File: src/rtl/rom_sample_sequencer.sv
// Sequences nibble reads from a 1024x4 synchronous ROM, packs pairs into bytes
// and broadcasts each byte to the LPF and HPF consumers with a one-deep prefetch.
module rom_sample_sequencer #(
  parameter int ADDR_W   = 10,
  parameter int NIBBLES  = 1024,
  parameter bit HI_FIRST = 1'b1
) (
  input  logic              clk,
  input  logic              reset,
  input  logic              start,
  output logic              rom_cen,
  output logic [ADDR_W-1:0] rom_a,
  input  logic [3:0]        rom_q,
  output logic [7:0]        x,
  output logic              x_valid,
  input  logic              lpf_ready,
  input  logic              hpf_ready,
  output logic              busy,
  output logic              done
);

  typedef enum logic [2:0] {
    IDLE,
    RD_A,
    RD_B,
    CAP,
    WAIT,
    DRAIN
  } state_e;

  localparam logic [ADDR_W:0] END_A = NIBBLES[ADDR_W:0];
  localparam logic [ADDR_W:0] A_ONE = {{ADDR_W{1'b0}}, 1'b1};

  state_e            state_q, state_d;
  logic [ADDR_W:0]   addr_q, addr_d;
  logic [3:0]        nib_q, nib_d;
  logic [7:0]        buf_q, buf_d;
  logic              buf_full_q, buf_full_d;
  logic [7:0]        x_q, x_d;
  logic              x_valid_q, x_valid_d;
  logic              lpf_tk_q, lpf_tk_d;
  logic              hpf_tk_q, hpf_tk_d;
  logic              rom_cen_q, rom_cen_d;
  logic [ADDR_W-1:0] rom_a_q, rom_a_d;
  logic              busy_q, busy_d;
  logic              done_q, done_d;

  logic              retire;
  logic              rd;
  logic [7:0]        sample;

  assign sample = HI_FIRST ? {nib_q, rom_q} : {rom_q, nib_q};
  assign retire = x_valid_q
                & (lpf_tk_q | lpf_ready)
                & (hpf_tk_q | hpf_ready);

  always_comb begin
    state_d    = state_q;
    addr_d     = addr_q;
    nib_d      = nib_q;
    buf_d      = buf_q;
    buf_full_d = buf_full_q;
    x_d        = x_q;
    x_valid_d  = x_valid_q;
    lpf_tk_d   = lpf_tk_q;
    hpf_tk_d   = hpf_tk_q;
    done_d     = 1'b0;

    if (retire) begin
      lpf_tk_d   = 1'b0;
      hpf_tk_d   = 1'b0;
      x_valid_d  = buf_full_q;
      buf_full_d = 1'b0;
      if (buf_full_q) begin
        x_d = buf_q;
      end
    end else if (x_valid_q) begin
      lpf_tk_d = lpf_tk_q | lpf_ready;
      hpf_tk_d = hpf_tk_q | hpf_ready;
    end

    unique case (state_q)
      IDLE: begin
        if (start) begin
          state_d = RD_A;
          addr_d  = '0;
        end
      end
      RD_A: begin
        state_d = RD_B;
        addr_d  = addr_q + A_ONE;
      end
      RD_B: begin
        nib_d   = rom_q;
        state_d = CAP;
      end
      CAP: begin
        // x_valid_d already reflects this cycle's retire/reload
        if (!x_valid_d) begin
          x_d       = sample;
          x_valid_d = 1'b1;
        end else begin
          buf_d      = sample;
          buf_full_d = 1'b1;
        end
        addr_d = addr_q + A_ONE;
        if (addr_d == END_A) begin
          state_d = DRAIN;
        end else if (buf_full_d) begin
          state_d = WAIT;
        end else begin
          state_d = RD_A;
        end
      end
      WAIT: begin
        if (!buf_full_d) begin
          state_d = RD_A;
        end
      end
      DRAIN: begin
        if (!x_valid_q && !buf_full_q) begin
          state_d = IDLE;
          done_d  = 1'b1;
        end
      end
      default: state_d = IDLE;
    endcase
  end

  // ROM pins are registered from the next state so they line up with RD_A/RD_B
  always_comb begin
    rd        = (state_d == RD_A) || (state_d == RD_B);
    rom_cen_d = ~rd;
    rom_a_d   = rd ? addr_d[ADDR_W-1:0] : rom_a_q;
    busy_d    = (state_d != IDLE);
  end

  always_ff @(posedge clk or negedge reset) begin
    if (!reset) begin
      state_q    <= IDLE;
      addr_q     <= '0;
      nib_q      <= '0;
      buf_q      <= '0;
      buf_full_q <= 1'b0;
      x_q        <= '0;
      x_valid_q  <= 1'b0;
      lpf_tk_q   <= 1'b0;
      hpf_tk_q   <= 1'b0;
      rom_cen_q  <= 1'b1;
      rom_a_q    <= '0;
      busy_q     <= 1'b0;
      done_q     <= 1'b0;
    end else begin
      state_q    <= state_d;
      addr_q     <= addr_d;
      nib_q      <= nib_d;
      buf_q      <= buf_d;
      buf_full_q <= buf_full_d;
      x_q        <= x_d;
      x_valid_q  <= x_valid_d;
      lpf_tk_q   <= lpf_tk_d;
      hpf_tk_q   <= hpf_tk_d;
      rom_cen_q  <= rom_cen_d;
      rom_a_q    <= rom_a_d;
      busy_q     <= busy_d;
      done_q     <= done_d;
    end
  end

  assign rom_cen = rom_cen_q;
  assign rom_a   = rom_a_q;
  assign x       = x_q;
  assign x_valid = x_valid_q;
  assign busy    = busy_q;
  assign done    = done_q;

endmodule

File: config.mk
export PLATFORM = sky130hd
export DESIGN_NAME = rom_sample_sequencer
export DESIGN_NICKNAME = d
export VERILOG_FILES = /design/src/rtl/rom_sample_sequencer.sv
export SDC_FILE = /design/constraint.sdc
export NUM_CORES = 1
export LEC_CHECK = 0
export CAP_MARGIN = 40
export CORE_ASPECT_RATIO = 0.6
export CORE_UTILIZATION = 30
export CTS_CLUSTER_DIAMETER = 150
export DETAILED_ROUTE_END_ITERATION = 10
export SLEW_MARGIN = 20
export SYNTH_ARGS = -nofsm -noshare
export SYNTH_HDL_FRONTEND = slang
export SYNTH_SLANG_ARGS = --single-unit
export TNS_END_PERCENT = 1
File: constraint.sdc
create_clock -name clk -period 2.05 [get_ports clk]
set_input_delay 0.5125 -clock clk [delete_from_list [all_inputs] [get_ports clk]]
set_output_delay 0.5125 -clock clk [all_outputs]
set_load 0.1 [all_outputs]
==> flow_metrics.tcl <==
set metrics [dict create \
    grtUsageTotal_pct 14.7 \
    syn_avg_cell_area_sq_um 10.8 \
    required_time_at_the_worst_slack_endpoint_ns 2.23 \
    critical_path_arrival_ns 2.35 \
    setup_viol 12 \
    timing.rr.end "rom_a[7]" \
    critPathTopFamily "buffers and inverters" \
    critPathMaxStageDelay_ns 0.45 \
    critical-path-slowest-cell "sky130_fd_sc_hd__dfrtp_2" \
    powerDensity_nw_per_um2 1690 \
    cts.path.max_buffers 2 \
    cts_max_level 2 \
    synthFlopType "sky130_fd_sc_hd__dfrtp_1" \
    vias 1990 \
    nets 312 \
    clk-insertion-delay-late_ns 0.29 \
    worstPathMaxFanout 5 \
    drt_iter0_markers 142 \
    cts_buffers 5 \
    final.setup.worst_slack_ns -0.123 \
    post_drt_via_cell_ratio 4.85 \
    post_dp_cell_area_sq_um 3230 \
    failed_checks "negative setup slack" \
    numPlacedInstances 384 \
    power.leakage_nw 1.67 \
    crit_path_start_kind "flip-flop" \
    drt_drc_violations_left 0 \
    design_area_sq_um 3640 \
    final-max-slew-violation-count 0 \
    capturing_element_type_of_the_critical_path "flip-flop" \
    dr_pass1_iterations 4 \
    max_freq_mhz 460 \
    rsz_0062_raised_after_global_routing "true" \
    synth.cell_area_sq_um 2510 \
    floorplan.die_area_sq_um 8760 \
    crit-reg2reg-launch "addr_q[1]" \
    global_route.usage.met2_pct 21.8 \
    clkSinkCount 51 \
    start_util_pct 31.4 \
    worst-setup-path-type "reg2reg" \
    use_met3_pct 3.13 \
    register_bit_total_from_synthesis 51 \
    coreArea_sq_um 8010 \
    residual_overflow_from_global_routing 0 \
    library_cell_appearing_most_often_on_the_critical_path "sky130_fd_sc_hd__buf_4" \
    first_global_vias 1955 \
    post_route_cells_drive_above_1_share_pct 40.4 \
    antenna_found_initial 0 \
    timing.final.crit_share_pct 106 \
    syn-num-nets 243 \
    synthToLayoutAreaGrowth_pct 44.7 \
    number_of_buffer_and_inverter_instances_along_the_worst_setup_path 4 \
    ant_nets 0 \
    clock_tree.root_cell "sky130_fd_sc_hd__clkbuf_16" \
    drt-total-wl_um 6100 \
    tritoncts "yes" \
    floorplan.die.width_um 120 \
    grt_start_max_net_pins 52 \
    regToRegSetupSlack_ns -0.12 \
    result_of_the_run "complete, but fails checks" \
    fin_worst_hold_slack_ns 0.194 \
    route.detailed.wl_per_inst_um 14.9 \
    layout.filler_cells 765 \
    tightestPinTransition_ns 0.524 \
    synth_sequential_area_ratio_pct 50.8 \
    syn_inst 232 \
    setup_total_negative_slack_ns -1.23 \
    timing.critical_path.cells "buf_4, buf_4, ha_2, and2b_1, a32oi_2, o31ai_2, nand2_1, buf_4, buf_12, mux2_4" \
    die_h_um 72.9 \
    finalHoldViolations 0 \
    detailedPlacementHpwl_um 4010 \
    synthArstFlopShare_pct 100 \
    maxCapViolCount 0 \
    reg2reg_path_depth 10 \
    worst_slew_margin_rel_pct 64.8 \
    clkSlewWorstSetupHoldPaths_ns 0.07 \
    number_of_antenna_repair_diodes 0 \
    buffer_ports.inserted 30 \
    total_power_mw 6.16 \
    grt_first_pass_wirelength_um 9870 \
    final_min_period_ns 2.17 \
    finished_layout_cells 410 \
    timing.hold.worst.class "in2async" \
    boundaryPins 31 \
    synth-edff-count 0 \
    skew_final_ns 0.00666 \
    synth-warning-count 0 \
    globalRouteMet1Util_pct 21.5 \
    gp_congestion 0.795 \
    number_of_distinct_library_cells_after_synthesis 49 \
    worst_ir_drop_vdd_v 0.000710 \
    num_rows 25 \
    globalRoute.busiestLayer "met2" \
]
[state kept, by name, indices dropped and copies added, names as in the netlist]
register / flops
nib_q: 4
x: 8
buf_q: 8
rom_cen: 1
hpf_tk_q: 1
rom_a: 10
buf_full_q: 1
state_q: 3
busy: 1
addr_q: 11
x_valid: 1
lpf_tk_q: 1
done: 1
[through the flow]
step                util, %  setup WS [ns]
detailed placement     40.3         -0.507
CTS                    44.7         -0.110
finish                 45.4         -0.123
global placement       40.3         -0.424
floorplan                 -        0.00684
global route           45.4         -0.195
[layout by cell type, fill, tap and decap left out, drive strengths merged, types with 3 or more instances in the layout]
master and count:
buf 68, dfrtp 50, nand2 29, o21ai 28
mux2 22, nor2 18, mux2i 9, clkbuf 5
clkdlybuf4s50 5, inv 5, nor2b 4, a21oi 4
nand3 4, o21a 3, or2 3, o31ai 3
nor3 3, a31oi 3
[synthesized netlist by cell type (all sizes together), types with 3 or more instances]
cell type	n	area (sq um)
a21oi	4	20.0
nor3	3	25.0
o31ai	3	22.5
buf	9	72.6
mux2	22	282
o21ai	28	140
nor2b	4	25.0
a31oi	3	18.8
dfrtp	50	1250
clkbuf	4	15.0
inv	4	15.0
nor2	18	67.6
or2	3	18.8
mux2i	9	90.1
o21a	3	22.5
nand3	4	20.0
nand2	29	109
[layout make-up]
cell class                 instances  area, sq um  share of cell area (%)
timing repair buffer              75          807                    22.2
clock inverter                     3         22.5                   0.619
sequential                        51         1280                    35.3
clock buffer                       5          125                    3.44
tap                              108          135                    3.71
inverter                           4         15.0                   0.413
multi-input combinational        164         1250                    34.4
[logic make-up (layout without fill, tap and decap cells)]
kind of cell	after synthesis	after routing	synth area share (%)
AND/OR/NAND/NOR	72	72	14.1
AO/OA/AOI/OAI	56	56	14.2
flip-flops	51	51	50.8
multiplexers	31	31	14.8
buffers and inverters	17	87	4.08
XOR/XNOR	3	3	1.04
adder cells (fa/ha/maj)	2	2	0.995
[layer usage]
layer | vias up | wire length (um)
met4 | 0 | 55
met1 | 979 | 3130
met5 | - | 0
met2 | 49 | 2600
met3 | 7 | 316
li1 | 955 | -
[power breakdown]
part	total (mW)	internal (mW)	switching, mW
clock network	0.844	0.458	0.387
logic	3.58	1.54	2.03
registers	1.74	1.38	0.359
total	6.16	3.38	2.78
[timing repair]
action	CTS	global route
gates resized for setup	20	10
buffers inserted	15	2
gates cloned	1	0
hold buffers	0	0
setup endpoints to repair	18	12
hold endpoints to repair	0	0
pin swaps	10	6
[worst max-delay path by stage]
stage              start        to  slack, ns  depth (start not counted)
2_1_floorplan    x_valid  rom_a[1]      0.007                          8
3_3_place_gp   lpf_ready  rom_a[1]      -0.42                          8
3_5_place_dp   lpf_ready  rom_a[6]      -0.51                          8
4_1_cts        addr_q[0]  rom_a[5]      -0.11                          9
5_1_grt        addr_q[0]  rom_a[3]      -0.19                          9
6_report       addr_q[1]  rom_a[7]      -0.12                         10
Note: power is estimated with default switching activity, not from simulation.
